[src/rtl/pulse_period_meter.sv]
// Measures the spacing of clk-synchronous events on pulse_in, flags a stable
// (locked) stream, and reports loss of the stream when the gap exceeds a limit.
module pulse_period_meter #(
  parameter int unsigned LOCK_COUNT = 4,
  localparam int unsigned CNT_W     = 32
) (
  input  logic             clk,
  input  logic             reset,
  input  logic             pulse_in,
  input  logic [CNT_W-1:0] timeout_limit,
  output logic [CNT_W-1:0] period_out,
  output logic             period_valid,
  output logic             locked,
  output logic             timeout
);

  localparam int unsigned STREAK_W = 4;
  localparam logic [STREAK_W-1:0] LOCK_TGT = STREAK_W'(LOCK_COUNT);

  typedef enum logic {
    IDLE    = 1'b0,
    MEASURE = 1'b1
  } state_t;

  state_t              state, state_d;
  logic [CNT_W-1:0]    cnt, cnt_d;
  logic [CNT_W-1:0]    period_d;
  logic [STREAK_W-1:0] streak, streak_d;
  logic                valid_d;
  logic                locked_d;
  logic                timeout_d;

  // State register
  always_ff @(posedge clk or posedge reset) begin
    if (reset) begin
      state <= IDLE;
    end else begin
      state <= state_d;
    end
  end

  // Next-state and datapath decode; an event always wins over a timeout
  always_comb begin
    state_d   = state;
    cnt_d     = cnt;
    period_d  = period_out;
    streak_d  = streak;
    valid_d   = 1'b0;
    locked_d  = locked;
    timeout_d = 1'b0;

    case (state)
      IDLE: begin
        if (pulse_in) begin
          state_d = MEASURE;
          cnt_d   = '0;
        end
      end

      MEASURE: begin
        if (pulse_in) begin
          period_d = cnt;
          valid_d  = 1'b1;
          cnt_d    = '0;
          // streak==0 means no measurement held since IDLE, so restart at 1
          if ((streak == '0) || (cnt != period_out)) begin
            streak_d = STREAK_W'(1);
          end else if (streak < LOCK_TGT) begin
            streak_d = streak + STREAK_W'(1);
          end
          locked_d = (streak_d >= LOCK_TGT);
        end else if (cnt == timeout_limit) begin
          state_d   = IDLE;
          cnt_d     = '0;
          streak_d  = '0;
          locked_d  = 1'b0;
          timeout_d = 1'b1;
        end else begin
          cnt_d = cnt + CNT_W'(1);
        end
      end

      default: begin
        state_d = IDLE;
      end
    endcase
  end

  // Counter, streak and registered outputs
  always_ff @(posedge clk or posedge reset) begin
    if (reset) begin
      cnt          <= '0;
      streak       <= '0;
      period_out   <= '0;
      period_valid <= 1'b0;
      locked       <= 1'b0;
      timeout      <= 1'b0;
    end else begin
      cnt          <= cnt_d;
      streak       <= streak_d;
      period_out   <= period_d;
      period_valid <= valid_d;
      locked       <= locked_d;
      timeout      <= timeout_d;
    end
  end

endmodule

[config.mk]
export PLATFORM = sky130hd
export DESIGN_NAME = pulse_period_meter
export DESIGN_NICKNAME = d
export VERILOG_FILES = /design/src/rtl/pulse_period_meter.sv
export SDC_FILE = /design/constraint.sdc
export NUM_CORES = 1
export LEC_CHECK = 0
export CORE_ASPECT_RATIO = 0.7
export CORE_UTILIZATION = 38
export CTS_BUF_LIST = sky130_fd_sc_hd__clkbuf_4
export DETAILED_ROUTE_END_ITERATION = 10
export PLACE_DENSITY = 0.59
export SLEW_MARGIN = 20
export SYNTH_ARGS = -nofsm -noshare
export SYNTH_HDL_FRONTEND = slang
export SYNTH_SLANG_ARGS = --single-unit
[constraint.sdc]
create_clock -name clk -period 3.2 [get_ports clk]
set_input_delay 0.64 -clock clk [delete_from_list [all_inputs] [get_ports clk]]
set_output_delay 0.64 -clock clk [all_outputs]
set_load 0.01 [all_outputs]
==> tab_implementation.tex, run 1 <==
\begin{tabular}{lr}
\hline
Metric & Value \\
\hline
\multicolumn{2}{l}{\textbf{Detailed routing}} \\
Antenna-violating nets left & 0 \\
Number of remaining DRC errors & 0 \\
Vias per cell & 5.35 \\
Violation count after the first detailed-route iteration & 216 \\
Vias & 3274 \\
Post-detailed-routing wire length & 10600 microns \\
Per-cell routed wire length & 17.3 microns \\
1st-pass router iterations & 5 \\
\multicolumn{2}{l}{\textbf{Finish}} \\
FILL cells & 1023 \\
Final net count & 499 \\
Syn-to-layout area delta & 19.2\% \\
ANT cells & 0 \\
Share of layout cells above drive strength 1 & 0.131 \\
Share of the core filled with cells in the final layout & 0.474 \\
Number of non-filler instances in the completed layout & 612 \\
\multicolumn{2}{l}{\textbf{Worst setup path}} \\
Cell with the biggest individual delay on the critical path & sky130\_fd\_sc\_hd\_\_clkdlybuf4s50\_1 \\
CP peak stage delay & 0.44 ns \\
Series of cell instances along the critical path & clkdlybuf4s50\_1 -> xnor2\_1 -> nand4\_1 -> nor4\_2 -> a21oi\_2 -> buf\_12 -> a21o\_1 -> a22o\_1 \\
Kind of critical path & in2reg \\
Maximum fanout along the worst path & 33 \\
Data required time of the worst path & 3.52 ns \\
Category of the worst setup path launch point & input pin \\
Endpoint type of the worst setup path & flop \\
Arrival time of the worst setup path & 2.86 ns \\
\multicolumn{2}{l}{\textbf{Yosys}} \\
Number of distinct library cells after synthesis & 44 \\
Sequential fraction of the synthesis area & 0.429 \\
Post-synthesis cell count & 417 \\
Number of flip-flops and latches in the synthesized netlist & 72 \\
Synthesized Nets & 455 \\
Post-synthesis area per instance & 10.1 sq um \\
Total standard cell area after synthesis & 0.00420 sq mm \\
Yosys warnings & 0 \\
\multicolumn{2}{l}{\textbf{Die}} \\
Die area & 0.0115 sq mm \\
Vertical extent of the die & 89.9 microns \\
Die extent in x & 128 microns \\
Number of I/O pins & 70 \\
Starting density of the core & 0.398 \\
Number of placement rows & 31 \\
Core Footprint & 0.0106 sq mm \\
\multicolumn{2}{l}{\textbf{Clock tree}} \\
Maximum level of the CTS H-tree & 3 \\
Number of gates resized after cts & 0 \\
Buffer type at the clock tree root & sky130\_fd\_sc\_hd\_\_clkbuf\_4 \\
Clock insertion delay at the later pin of the skew report & 0.42 ns \\
Hold buffers post-CTS & 0 \\
Post-CTS setup buffers & 0 \\
CTS tree & built \\
Clock-pin transition on the worst setup and hold timing paths & 0.11 ns \\
Sinks on the clock net & 72 \\
Buffers from clock root to sink, at most & 2 \\
Total clock buffers created by CTS & 9 \\
\multicolumn{2}{l}{\textbf{Global routing}} \\
Number of antenna violations at the first check in global routing & 0 \\
Largest net degree at the start of global routing & 73 \\
Total GRT Usage & 0.199 \\
Via count of the first global-routing pass & 3148 \\
Overflow left after global routing & 0 \\
Global-route wire length before repair & 17400 microns \\
\multicolumn{2}{l}{\textbf{Placement}} \\
Placed Instances & 598 \\
Count of input and output buffers & 69 \\
DP Wirelength & 7710 microns \\
Final Wtd Congestion & 0.825 \\
\multicolumn{2}{l}{\textbf{Power}} \\
Worst supply voltage drop on vdd & 0.132 mV \\
Leakage power & 2.29 nW \\
Final Power & 1.72 mW \\
Power per standard cell area & 345 mW/mm\^{}2 \\
\multicolumn{2}{l}{\textbf{STA}} \\
Slew margin rel. & 0.581 \\
Max Freq & 393 MHz \\
Worst clock skew on the final layout & 0.0110 ns \\
Final clock period utilization by the worst path & 0.794 \\
Unrepaired setup endpoints after global routing & no \\
Count of endpoints failing setup in the final report & 0 \\
Transition time at the pin with the least slew margin & 0.628 ns \\
Post-layout min period & 2.54 ns \\
Final Hold Violating Endpoints & 0 \\
Final number of max-transition violations & 0 \\
Total negative slack & 0 ns \\
\multicolumn{2}{l}{\textbf{Run}} \\
Max cap viols & 0 \\
\multicolumn{2}{l}{\textbf{Worst hold path}} \\
Hold crit path type & reg2reg \\
\multicolumn{2}{l}{\textbf{Status}} \\
Run status & complete, no violations \\
\hline
\end{tabular}
==> through the flow <==
stage | hold slack (ns) | worst slack [ns] | instance area (sq um)
floorplan | 0.491 | 0.735 | 4200
global placement | 0.472 | 0.202 | 4910
detailed placement | 0.492 | 0.198 | 4910
CTS | 0.521 | 0.672 | 5000
global route | 0.540 | 0.580 | 5000
finish | 0.523 | 0.658 | 5000
==> where the power goes <==
| part | total [mW] | switching, mW | internal (mW) |
|---|---|---|---|
| Clock | 0.474 | 0.312 | 0.162 |
| Sequential | 0.976 | 0.0409 | 0.935 |
| Combinational | 0.274 | 0.131 | 0.143 |
==> critical path: cells and delay by family <==
kind	cells	cell delay (ns)
AOI/OAI and AO/OA	3	0.60
xor gates and xnor gates	1	0.27
buffers and inverters	2	0.68
and+or+nand+nor	2	0.67
==> path summary, 6_finish.rpt <==
| check | from | to | slack, ns | cells after the start |
|---|---|---|---|---|
| worst min-delay path | locked | locked | 0.52 | 1 |
| worst max register to register | cnt[23] | cnt[21] | 0.78 | 7 |
| min in group asynchronous | reset | period_out[10] | 0.60 | 3 |
| worst min register to register | locked | locked | 0.52 | 1 |
| worst max-delay path | timeout_limit[23] | cnt[21] | 0.66 | 8 |
| max in group asynchronous | reset | period_out[0] | 2.27 | 3 |
==> routing by layer <==
metal / part of all wire / GRT usage
met2: 0.42 / 0.280
met3: 0.062 / 0.0500
met5: 0 / 0
met4: 0.0089 / 0.0480
met1: 0.51 / 0.302
==> synthesized netlist by cell type (all sizes together) <==
cell type,number,share of area
mux2,31,0.083
ha,3,0.0089
mux2i,1,0.0024
or2,1,0.0015
and4,4,0.0083
xnor2,37,0.077
and3,2,0.0030
a21o,6,0.011
a2111oi,2,0.0057
nor4,12,0.026
clkbuf,7,0.0089
nand4,18,0.028
o22ai,1,0.0015
o21ai,13,0.016
xor2,35,0.075
a21oi,17,0.021
or4,1,0.0027
buf,34,0.044
a21bo,1,0.0024
nand2,33,0.030
nor2,15,0.013
dfrtp,72,0.43
clkdlybuf4s15,1,0.0024
a22o,7,0.015
nor3,5,0.0072
nand3,16,0.019
nand2b,9,0.013
inv,10,0.0089
o2bb2ai,1,0.0021
a31oi,20,0.030
o21a,2,0.0036
==> cell families after synthesis <==
family                     count (synthesis)  share of synthesized area
DFF                                       72                      0.429
adders and majority gates                  3                    0.00895
buffers and inverters                     52                     0.0647
AOI/OAI and AO/OA                         70                      0.107
and+or+nand+nor                          116                      0.152
xor gates and xnor gates                  72                      0.152
muxes                                     32                     0.0856
==> sequential cells by signal, summed over array words and instances (netlist names) <==
signal	flops
cnt	32
period_out	32
streak	4
locked	1
period_valid	1
state	1
timeout	1
==> placed cells by master, fill, tap and decap left out, types with 9 or more instances in the layout <==
cell	count
sky130_fd_sc_hd__clkdlybuf4s50_1	69
sky130_fd_sc_hd__nand3_1	16
sky130_fd_sc_hd__dfrtp_1	72
sky130_fd_sc_hd__o21ai_0	12
sky130_fd_sc_hd__mux2_2	31
sky130_fd_sc_hd__xnor2_1	37
sky130_fd_sc_hd__a31oi_1	20
sky130_fd_sc_hd__a21oi_1	16
sky130_fd_sc_hd__nand2b_1	9
sky130_fd_sc_hd__nor2_1	15
sky130_fd_sc_hd__xor2_1	34
sky130_fd_sc_hd__inv_1	9
sky130_fd_sc_hd__clkbuf_4	11
sky130_fd_sc_hd__nand2_1	33
sky130_fd_sc_hd__nand4_1	17
==> final cells by class <==
type | instances | area (sq um) | area share
Sequential cell | 72 | 1800 | 0.360
Inverter | 10 | 37.5 | 0.00750
Clock inverter | 3 | 11.3 | 0.00225
Tap cell | 148 | 185 | 0.0370
Clock buffer | 11 | 82.6 | 0.0165
Timing Repair Buffer | 75 | 761 | 0.152
Multi-Input combinational cell | 293 | 2120 | 0.424
Power figures use the tool's default switching activity.
==> run 2: changes to the inputs <==
Clock period 3.2 ns to 2.55 ns, I/O delays scaled along.
==> tab_implementation.tex, run 2 (same netlist as run 1, synthesis figures left out) <==
\begin{tabular}{lr}
\hline
Metric & Value \\
\hline
\multicolumn{2}{l}{\textbf{STA}} \\
Max Freq & 429 MHz \\
Slew margin rel. & 0.571 \\
Post-layout min period & 2.33 ns \\
Final Hold Violating Endpoints & 0 \\
Worst setup slack after layout & 0.217 ns \\
Final number of max-transition violations & 0 \\
Transition time at the pin with the least slew margin & 0.638 ns \\
Final clock period utilization by the worst path & 0.915 \\
Unrepaired setup endpoints after global routing & no \\
Worst clock skew on the final layout & 0.00932 ns \\
Count of endpoints failing setup in the final report & 0 \\
Total negative slack & 0 ns \\
\multicolumn{2}{l}{\textbf{Global routing}} \\
Global-route wire length before repair & 17700 microns \\
Largest net degree at the start of global routing & 73 \\
Overflow left after global routing & 0 \\
Number of antenna violations at the first check in global routing & 0 \\
Via count of the first global-routing pass & 3276 \\
Total GRT Usage & 0.203 \\
\multicolumn{2}{l}{\textbf{Placement}} \\
DP Wirelength & 7990 microns \\
Final Wtd Congestion & 0.846 \\
Count of input and output buffers & 69 \\
Place WS & 0.0130 ns \\
Placed Instances & 609 \\
\multicolumn{2}{l}{\textbf{Clock tree}} \\
Maximum level of the CTS H-tree & 3 \\
CTS tree & built \\
Clock-pin transition on the worst setup and hold timing paths & 0.12 ns \\
Sinks on the clock net & 72 \\
Total clock buffers created by CTS & 9 \\
Buffers from clock root to sink, at most & 2 \\
Clock insertion delay at the later pin of the skew report & 0.43 ns \\
Hold buffers post-CTS & 0 \\
Post-CTS setup buffers & 0 \\
Buffer type at the clock tree root & sky130\_fd\_sc\_hd\_\_clkbuf\_4 \\
Number of gates resized after cts & 0 \\
\multicolumn{2}{l}{\textbf{Power}} \\
Final Power & 2.18 mW \\
Leakage power & 2.35 nW \\
Power per standard cell area & 428 mW/mm\^{}2 \\
Worst supply voltage drop on vdd & 0.264 mV \\
\multicolumn{2}{l}{\textbf{Finish}} \\
Regs by FF count & cnt: 32 flops, period\_out: 32 flops, streak: 4 flops \\
Number of non-filler instances in the completed layout & 622 \\
Syn-to-layout area delta & 21.1\% \\
ANT cells & 0 \\
Share of the core filled with cells in the final layout & 0.482 \\
Most used cells in the layout excluding fill and tap cells & sky130\_fd\_sc\_hd\_\_dfrtp\_1 (72), sky130\_fd\_sc\_hd\_\_clkdlybuf4s50\_1 (69), sky130\_fd\_sc\_hd\_\_xnor2\_1 (37) \\
Leading cell type in the layout, fill and taps excluded & sky130\_fd\_sc\_hd\_\_dfrtp\_1 \\
Final net count & 510 \\
Share of layout cells above drive strength 1 & 0.156 \\
\multicolumn{2}{l}{\textbf{Worst setup path}} \\
Cell with the biggest individual delay on the critical path & sky130\_fd\_sc\_hd\_\_or4\_4 \\
Crit path buf inv count & 0 \\
Data required time of the worst path & 2.93 ns \\
Maximum fanout along the worst path & 8 \\
Endpoint type of the worst setup path & flop \\
Kind of critical path & reg2reg \\
CP peak stage delay & 0.60 ns \\
Worst R2R Setup Slack & 0.22 ns \\
Worst r2r path cells & 6 \\
Crit path max-delay family & simple AND/OR/NAND/NOR gates \\
Worst R2R End & streak[1] \\
Series of cell instances along the critical path & xor2\_1 -> nor4\_1 -> nand4\_1 -> or4\_4 -> a21oi\_1 -> a21o\_1 \\
Category of the worst setup path launch point & flop \\
Source of the worst register-to-register timing path & cnt[1] \\
Arrival time of the worst setup path & 2.71 ns \\
\multicolumn{2}{l}{\textbf{Detailed routing}} \\
Vias & 3279 \\
1st-pass router iterations & 4 \\
Per-cell routed wire length & 17.5 microns \\
Vias per cell & 5.27 \\
Violation count after the first detailed-route iteration & 231 \\
Post-detailed-routing wire length & 10900 microns \\
Antenna-violating nets left & 0 \\
Number of remaining DRC errors & 0 \\
\multicolumn{2}{l}{\textbf{Die}} \\
Core Footprint & 0.0106 sq mm \\
Die area & 0.0115 sq mm \\
Die extent in x & 128 microns \\
Number of I/O pins & 70 \\
Starting density of the core & 0.398 \\
Number of placement rows & 31 \\
Vertical extent of the die & 89.9 microns \\
\multicolumn{2}{l}{\textbf{Status}} \\
Run status & complete, no violations \\
\multicolumn{2}{l}{\textbf{Run}} \\
Max cap viols & 0 \\
\multicolumn{2}{l}{\textbf{Worst hold path}} \\
Hold crit path type & in2async \\
\hline
\end{tabular}
-- run 2: worst register-to-register path, cell delays in order (launching register included) --
cell and delay (ns):
sky130_fd_sc_hd__dfrtp_1 0.51, sky130_fd_sc_hd__xor2_1 0.19, sky130_fd_sc_hd__nor4_1 0.41, sky130_fd_sc_hd__nand4_1 0.33, sky130_fd_sc_hd__or4_4 0.61, sky130_fd_sc_hd__a21oi_1 0.15
sky130_fd_sc_hd__a21o_1 0.10
-- run 2: how the worst max path moves through the flow --
stage	start	end	slack, ns	depth (start not counted)
floorplan	reset	cnt[0]	0.22	1
CTS	cnt[1]	streak[1]	0.18	6
global placement	timeout_limit[23]	streak[3]	-0.03	7
global route	cnt[0]	cnt[24]	0.08	6
detailed placement	timeout_limit[23]	cnt[6]	0.01	7
finish	cnt[1]	streak[1]	0.22	6
-- run 2: per-stage QoR --
step,hold WS [ns],area [sq um]
5_1_grt,0.498,5080
6_report,0.468,5080
2_1_floorplan,0.491,4200
4_1_cts,0.481,5080
3_3_place_gp,0.493,4990
3_5_place_dp,0.498,4990
-- run 2: final cells by class --
type	instances	area [sq um]
Timing Repair Buffer	86	843
Clock buffer	11	82.6
Inverter	10	37.5
Sequential cell	72	1800
Tap cell	148	185
Multi-Input combinational cell	293	2120
Fill cell	996	5470
Clock inverter	2	10.0
-- run 2: power breakdown --
| group | internal (mW) | switching [mW] | total, mW |
|---|---|---|---|
| clock network | 0.204 | 0.399 | 0.604 |
| logic | 0.180 | 0.166 | 0.346 |
| registers | 1.17 | 0.0537 | 1.23 |
| total | 1.56 | 0.619 | 2.18 |
-- run 2: layer usage --
layer  vias to the layer above  track usage  part of all wire
li1                       1569            -                 -
met1                      1593        0.303              0.50
met2                       111        0.287              0.43
met3                         6       0.0560             0.062
met4                         0       0.0520            0.0048
met5                         -            0                 0
